===== src/rtl/spi_master_gen.sv =====
// spi_master_gen: SPI master running write frames and read frames (command, optional CS-high gap, readback)
// over NUM_SDO parallel readback lanes in any of the four SPI modes.
module spi_master_gen #(
  parameter int DIVIDE    = 4,
  parameter int CMD_WIDTH = 24,
  parameter int RD_WIDTH  = 24,
  parameter int NUM_SDO   = 2,
  parameter int WAIT_CYC  = 20,
  parameter bit CPOL      = 1'b0,
  parameter bit CPHA      = 1'b0,
  parameter bit LSB_FIRST = 1'b0
) (
  input  logic                         clk,
  input  logic                         rst_n,
  input  logic                         wr_req,
  input  logic                         rd_req,
  input  logic [CMD_WIDTH-1:0]         tx_data,
  output logic                         ready,
  output logic                         wr_done,
  output logic                         rd_done,
  output logic                         cs_n,
  output logic                         sclk,
  output logic                         mosi,
  input  logic [NUM_SDO-1:0]           miso,
  output logic [NUM_SDO*RD_WIDTH-1:0]  rd_data,
  output logic                         rd_data_vld
);
  localparam int H  = DIVIDE / 2;
  localparam int M1 = CMD_WIDTH > RD_WIDTH ? CMD_WIDTH : RD_WIDTH;
  localparam int MX = M1 > WAIT_CYC ? M1 : WAIT_CYC;
  localparam int BW = $clog2(MX + 1);
  localparam int DW = $clog2(DIVIDE);
  localparam logic [DW-1:0] D_LEAD = DW'(H - 1);
  localparam logic [DW-1:0] D_LAST = DW'(DIVIDE - 1);
  localparam logic [BW-1:0] C_LAST = BW'(CMD_WIDTH - 1);
  localparam logic [BW-1:0] R_LAST = BW'(RD_WIDTH - 1);
  localparam logic [BW-1:0] W_LAST = BW'(WAIT_CYC - 1);
  localparam logic [1:0] IDLE = 2'd0;
  localparam logic [1:0] CMD  = 2'd1;
  localparam logic [1:0] GAP  = 2'd2;
  localparam logic [1:0] RD   = 2'd3;
  logic [1:0]                    state;
  logic                          rd_frame;
  logic [CMD_WIDTH-1:0]          sh, nxt;
  logic [DW-1:0]                 div;
  logic [BW-1:0]                 cnt;
  logic [NUM_SDO*RD_WIDTH-1:0]   lane, lane_nx;
  logic                          lead, trail, last, smp;
  function automatic logic first_bit(input logic [CMD_WIDTH-1:0] x);
    return LSB_FIRST ? x[0] : x[CMD_WIDTH-1];
  endfunction
  assign ready = state == IDLE;
  always_comb begin
    lead  = div == D_LEAD;
    trail = div == D_LAST;
    last  = cnt == (state == CMD ? C_LAST : state == GAP ? W_LAST : R_LAST);
    smp   = state == RD && (CPHA ? trail : lead);
    nxt   = LSB_FIRST ? sh >> 1 : sh << 1;
    lane_nx = lane;
    for (int k = 0; k < NUM_SDO; k++)
      lane_nx[k*RD_WIDTH +: RD_WIDTH] = LSB_FIRST
        ? (lane[k*RD_WIDTH +: RD_WIDTH] >> 1) | (RD_WIDTH'(miso[k]) << (RD_WIDTH - 1))
        : (lane[k*RD_WIDTH +: RD_WIDTH] << 1) | RD_WIDTH'(miso[k]);
  end
  always_ff @(posedge clk) begin
    if (!rst_n) begin
      state       <= IDLE;
      rd_frame    <= 1'b0;
      cs_n        <= 1'b1;
      sclk        <= CPOL;
      mosi        <= 1'b1;
      rd_data     <= '0;
      wr_done     <= 1'b0;
      rd_done     <= 1'b0;
      rd_data_vld <= 1'b0;
      div         <= '0;
      cnt         <= '0;
      sh          <= '0;
      lane        <= '0;
    end else begin
      wr_done     <= 1'b0;
      rd_done     <= 1'b0;
      rd_data_vld <= 1'b0;
      if (state == IDLE) begin
        if (wr_req || rd_req) begin
          state    <= CMD;
          rd_frame <= !wr_req;
          sh       <= tx_data;
          mosi     <= first_bit(tx_data);
          cs_n     <= 1'b0;
          div      <= '0;
          cnt      <= '0;
        end
      end else begin
        div <= trail ? '0 : div + 1'b1;
        if (state != GAP && lead) sclk <= ~CPOL;
        if (state != GAP && trail) sclk <= CPOL;
        if (state == CMD && CPHA && lead) mosi <= first_bit(sh);
        if (smp) lane <= lane_nx;
        if (trail) begin
          cnt <= last ? '0 : cnt + 1'b1;
          if (state == CMD) begin
            sh <= nxt;
            if (!CPHA) mosi <= first_bit(nxt);
          end
          // the final capture of a CPHA=1 read lands on the same edge that ends the frame
          if (last) begin
            if (state == CMD && !rd_frame) begin
              state   <= IDLE;
              cs_n    <= 1'b1;
              mosi    <= 1'b1;
              wr_done <= 1'b1;
            end else if (state == CMD && WAIT_CYC > 0) begin
              state <= GAP;
              cs_n  <= 1'b1;
              mosi  <= 1'b1;
            end else if (state == CMD || state == GAP) begin
              state <= RD;
              cs_n  <= 1'b0;
              mosi  <= 1'b1;
            end else begin
              state       <= IDLE;
              cs_n        <= 1'b1;
              rd_data     <= smp ? lane_nx : lane;
              rd_done     <= 1'b1;
              rd_data_vld <= 1'b1;
            end
          end
        end
      end
    end
  end
endmodule


===== config.mk =====
export PLATFORM = sky130hd
export DESIGN_NAME = spi_master_gen
export DESIGN_NICKNAME = d
export VERILOG_FILES = /design/src/rtl/spi_master_gen.sv
export SDC_FILE = /design/constraint.sdc
export NUM_CORES = 1
export LEC_CHECK = 0
export CAP_MARGIN = 20
export CORE_MARGIN = 2
export CORE_UTILIZATION = 51
export CTS_BUF_LIST = sky130_fd_sc_hd__clkbuf_4 sky130_fd_sc_hd__clkbuf_8
export DETAILED_ROUTE_END_ITERATION = 10
export PLACE_DENSITY_LB_ADDON = 0.3
export SYNTH_ARGS = -nofsm -noshare
export SYNTH_HDL_FRONTEND = slang
export SYNTH_SLANG_ARGS = --single-unit

===== constraint.sdc =====
create_clock -name clk -period 1.7 [get_ports clk]
set_clock_uncertainty 0.05 [all_clocks]
set_input_delay 0.425 -clock clk [delete_from_list [all_inputs] [get_ports clk]]
set_output_delay 0.425 -clock clk [all_outputs]
set_load 0.1 [all_outputs]

## Yosys cells after proc, flatten, opt, wreduce, memory -nomap -nowiden

Index checks and enable logic that the tools add are counted.
Widths: inputs -> output; s select.

- Register bits after elaboration: 134
- Latch bits: 0
- RAM bits: 0
- ROM bits: 0
- Output and inout port bits: 55
- Word-level logic and storage cells: 91
- Memories: 0

- Add/sub/neg operators: 2
- Multipliers: 0
- Divide/modulo/power cells: 0
- $lt $le $gt $ge: 0
- Eq/ne operators: 8
- Shift operators: 0
- Mux-type cells: 39
- Bitwise operators: 9
- Reduce and logical (&&, ||, !) cells: 21

Operator list:

| operator | number |
|---|---|
| $mux 23 | 4 |
| $mux 48 | 1 |
| $or 24x1->24 | 2 |
| $mux 2 | 10 |
| $mux 5 | 4 |
| $mux 1 | 18 |
| $reduce_bool 2->1 | 4 |
| $not 1->1 | 7 |
| $eq 2x2->1 const B | 3 |
| $mux 3 | 2 |
| $reduce_and 2->1 | 3 |
| $reduce_and 3->1 | 2 |
| $reduce_and 6->1 | 1 |
| $reduce_or 6->1 | 1 |
| $add 5x1->5 const B | 1 |
| $eq 5x5->1 | 1 |
| $eq 2x1->1 const B | 2 |
| $logic_and 1x1->1 | 4 |
| $reduce_or 4->1 | 1 |
| $add 2x1->2 const B | 1 |
| $logic_not 1->1 | 2 |
| $logic_not 2->1 | 1 |
| $logic_or 1x1->1 | 2 |
| $ne 2x1->1 const B | 1 |
| $ne 2x2->1 const B | 1 |

## Longest topological paths before layout

Gate-level depths: netlist (run 1).

- Depth after elaboration: 8
- Gate-level depth with buffers: 9
- Gate-level depth less buffers: 6

## Worst setup path before layout (run 1)

Ideal clock, no wire load.

- Path kind: register to register
- Start: register state[1]
- End: register sh[16]
- Setup time: 0.116 ns
- Arrival time: 2.356 ns
- Required time: 1.534 ns
- Slack: -0.823 ns
- Cell stages (with the launch flop): 9
- Clock period less this slack: 2.523 ns
- Path through: dfxtp_1 > inv_1 > ha_1 > buf_2 > buf_2 > buf_2 > mux2i_1 > nand2_1 > o211a_1

- Longest elaborated chain between the ends: 3
- Elaborated cells on any way between the ends: 7
- Classes of those cells: eq/ne: 2; mux: 1; reduce/logical: 4

Ends and longest elaborated chain:

| element | line | RTL |
|---|---|---|
| start, declared | 42 | `logic [1:0] state;` |
| start signal, assigned | 67 | `state <= IDLE;` |
| start signal, assigned | 86 | `state <= CMD;` |
| start signal, assigned | 109 | `state <= IDLE;` |
| $logic_not 2->1 (*) | n/a |  |
| net ready | 18 | `output logic ready,` |
| $ne 2x1->1 (no line) / $reduce_bool 2->1 (equally long branches) | n/a |  |
| $reduce_and 3->1 (no line) | n/a |  |
| end signal, assigned | 88 | `sh <= tx_data;` |
| end signal, assigned | 103 | `sh <= nxt;` |
| end, declared | 44 | `logic [CMD_WIDTH-1:0] sh, nxt;` |

The timed path passes the listed nets; every way through them passes the cells marked *.
A chain may end at the register's enable or synchronous reset.

## Worst setup path in the final report (run 1)

- Start: register state[0]
- End: output ready

- Longest elaborated chain between the ends: 1

Ends and longest elaborated chain:

| element | line | RTL |
|---|---|---|
| $logic_not 2->1 | 52 | `assign ready = state == IDLE;` |
| end, declared | 18 |  |

No other way between the ends.

==> results of run 1 <==
[cell families (layout without fill, tap and decap cells)]
logic type,count (synthesis),count (layout)
buffers and inverters,68,181
DFF,134,134
xor gates and xnor gates,1,1
muxes,22,22
AOI/OAI and AO/OA,144,144
adders and majority gates,8,8
and+or+nand+nor,305,305
[sequential cells by signal, summed over array words and instances (netlist names)]
name and cells:
cnt 5, cs_n 1, div 2, lane 48, mosi 1, rd_data 48, rd_data_vld 1, rd_frame 1
sclk 1, sh 23, state 2, wr_done 1
[layout make-up]
type,count,area [sq um],area share
clock buffers,19,262,0.0312
clock inverters,13,124,0.0148
inverters,7,28.8,0.00343
multi-input cells,480,3020,0.360
flip-flops and latches,134,2690,0.321
well taps,143,179,0.0213
repair buffers,142,2080,0.249
[layout by cell type (no fill, tap or decap), types with 3 or more instances in the layout]
master and count:
nand2_1 174, dfxtp_1 130, nand3_1 102, o211a_1 70, buf_12 67, a21boi_0 35
buf_4 34, clkdlybuf4s50_1 28, mux2i_1 22, clkbuf_8 19, a21boi_1 15, buf_6 9
clkinvlp_4 6, nor2_1 5, inv_1 4, nor3_1 4, o21ai_0 4, ha_2 4
dfxtp_2 4, nand3b_1 3, a21oi_1 3, ha_1 3, inv_6 3
[power groups by stage]
stage | logic (mW) | registers, mW | clock network (mW)
after floorplan | 0.479 | 3.39 | 0
after global placement | 0.739 | 3.35 | 0
after detailed placement | 0.773 | 3.36 | 0
after CTS | 0.846 | 3.28 | 2.59
after global routing | 0.981 | 3.30 | 2.73
final | 0.920 | 3.29 | 2.55
[timing repair]
| action | 4_1_cts | 5_1_grt |
|---|---|---|
| pin swaps | 3 | 3 |
| gates cloned | 3 | 3 |
| setup buffers | 8 | 3 |
| endpoints found under the setup margin | 74 | 123 |
| resized for setup | 20 | 26 |
[metal layers]
metal,routed length [microns],part of all wire,vias to the layer above,GRT usage
li1,-,-,2585,-
met1,6450,0.43,2527,0.287
met2,7430,0.49,161,0.406
met3,805,0.054,37,0.0637
met4,340,0.023,0,0.0996
met5,0,0,-,0
[worst max path at each step]
stage	to	cells past startpoint	slack (ns)	startpoint
floorplan	sh[16]$_SDFFE_PN0P_	8	-0.04	state[1]$_SDFFE_PN0P_
global placement	sh[22]$_SDFFE_PN0P_	7	-0.11	rd_req
detailed placement	sh[12]$_SDFFE_PN0P_	7	-0.18	rd_req
CTS	ready	5	-0.16	state[0]$_SDFFE_PN0P_
global route	ready	5	-0.19	state[0]$_SDFFE_PN0P_
finish	ready	5	-0.16	state[0]$_SDFFE_PN0P_
[worst max-delay path, stage by stage (launching register included)]
cell	delay, ns
dfxtp_2	0.35
inv_2	0.05
buf_6	0.11
ha_4	0.15
buf_6	0.12
buf_12	0.15
[per-stage QoR]
step | instances | hold slack [ns] | setup TNS [ns]
final | 938 | 0.332 | -2.29
after global placement | 890 | 0.400 | -3.04
after global routing | 938 | 0.344 | -6.41
after detailed placement | 890 | 0.407 | -5.07
after floorplan | 682 | 0.373 | -0.312
after CTS | 933 | 0.295 | -1.76
==> qor.csv, run 1 <==
stage,metric,value,unit
global_routing,initial antenna violation count,0,
floorplanning,chip height,111,microns
logic_synthesis,Syn Inst Count,682,
power_and_ir_drop,VDD IR-drop max,0.837,mV
logic_synthesis,Post-synth EDFFs,0,
power_and_ir_drop,power share of the clock group,0.377,
timing,Final setup viols,51,
power_and_ir_drop,Pleak,3.81,nW
logic_synthesis,"Net Count, Synth",720,
logic_synthesis,"Top FF cell, synth",dfxtp_1,
critical_path,worst-path fanout max,2,
critical_path,Reg2Reg Setup Slack,-0.07,ns
routing,initial DRC count,393,
logic_synthesis,top cell type's share of synthesized area,0.456,
logic_synthesis,register area share after synthesis,0.456,
power_and_ir_drop,switching pwr,1.82,mW
routing,Routed WL,15.0,mm
floorplanning,die area,12400,sq um
finish,Fill cells,776,
critical_path,Worst R2R Start,state[0]$_SDFFE_PN0P_,
global_routing,total grt overflow,0,
cts,CTS tree,done,
worst_hold_path,min-delay src,rst_n,
finish,diode count,0,
critical_path,R2R cell count,8,
routing,DR vias,5310,
placed_design,Area after DPL,7640,sq um
cts,CTS Sinks,134,
finish,"Design Area, Final",8380,sq um
cts,CTS root buffer,clkbuf_8,
timing,Worst slew margin,0.735,
power_and_ir_drop,Pwr Total,6.75,mW
run,max-cap check violation count,0,
worst_hold_path,Hold Crit Endpoint,mosi$_SDFFE_PN1P_,
timing,Pins Over Slew Limit,0,
logic_synthesis,Compound-Gate Fraction of Synth Area,0.211,
floorplanning,CORE AREA,11300,sq um
critical_path,crit path DAT,1.38,ns
logic_synthesis,Synth Area in Adders,0.0170,
routing,wire per inst,16.0,microns
global_routing,number of global-route vias before repair,5191,
logic_synthesis,ranking of synthesized cells by area,"dfxtp_1, o211a_1, nand2_1, nand3_1, a21boi_0",
cts,# hold bufs at CTS,0,
floorplanning,Rows,39,
timing,RSZ-0062 raised after global routing,true,
critical_path,Crit Path Class,reg2out,
cts,Max clock buf depth,2,
worst_hold_path,Hold Path Class,in2reg,
finish,nets,820,
logic_synthesis,largest family of logic cells by synthesized area,simple AND/OR/NAND/NOR gates,
critical_path,Worst setup EP type,output pin,
critical_path,"Req. time, crit path",1.22,ns
worst_hold_path,Hold Path Stages,2,
status,status,"complete, but fails checks",
logic_synthesis,asr flop ratio synth,0,
power_and_ir_drop,sequential power share,0.487,
global_routing,first-pass GRT wire length,24.3,mm
status,failing checks,negative setup slack,
power_and_ir_drop,Internal Power,4.93,mW
power_and_ir_drop,pwr/cell area,806,nW/um^2
finish,share of cells above drive strength 1,0.220,
timing,post-layout minimum cycle time,1.86,ns
timing,fmax,539,MHz
logic_synthesis,multiplexer share of the synthesized area,0.0374,
logic_synthesis,xor and xnor area share after synthesis,0.00149,
logic_synthesis,largest area contributor in the netlist,dfxtp_1,
timing,worst slew pin tran,0.398,ns
finish,final core utilization,0.740,
logic_synthesis,"top cells by count, synth","nand2_1, dfxtp_1, nand3_1",
logic_synthesis,Yosys reg bits,134,
floorplanning,Die X,111,microns
logic_synthesis,synthesized area,5890,sq um
routing,DRC violation count after routing,0,
critical_path,Startpoint Class,flop,
routing,Via-to-Cell Ratio,5.66,
cts,Clock transition at path regs,0.08,ns
cts,Max H-tree Level,4,
logic_synthesis,"count leader, synth",nand2_1,
global_routing,pin count of the biggest net entering global routing,32,
logic_synthesis,Synth Area in Simple Gates,0.226,
logic_synthesis,synthesis warning total,0,
cts,worst skew pair latency,0.45,ns
floorplanning,total I/O pin count,85,
routing,TritonRoute pass-1 iters,5,
placed_design,pre-CTS setup slack,-0.176,ns
timing,slack of the critical path,-0.156,ns
global_routing,GR Util All Layers,0.239,
power_and_ir_drop,Comb pwr share,0.136,
timing,period utilisation layout,1.09,
placed_design,Port Buffer Count,84,
timing,"Hold Violations, Final",0,
floorplanning,Initial Utilization,0.520,
cts,CTS buffer count,17,
routing,DRT antenna net count,0,
finish,synthesis-to-layout area growth,42.4,%
critical_path,R2R Path End,rd_data[7]$_SDFFE_PN0P_,
placed_design,routability cong.,0.821,
placed_design,post-DP HPWL,9.21,mm
power_and_ir_drop,Sw Ratio,0.270,
logic_synthesis,Yosys cell types,41,
logic_synthesis,Syn Area/Cell,8.63,sq um
Note: power is estimated with default switching activity, not from simulation.
==> run 2, diff against run 1 <==
Settings changed: CTS_CLUSTER_SIZE from default to 14.
==> results of run 2 <==
Same layout as run 1: the final DEF is identical, and so are final timing and power.
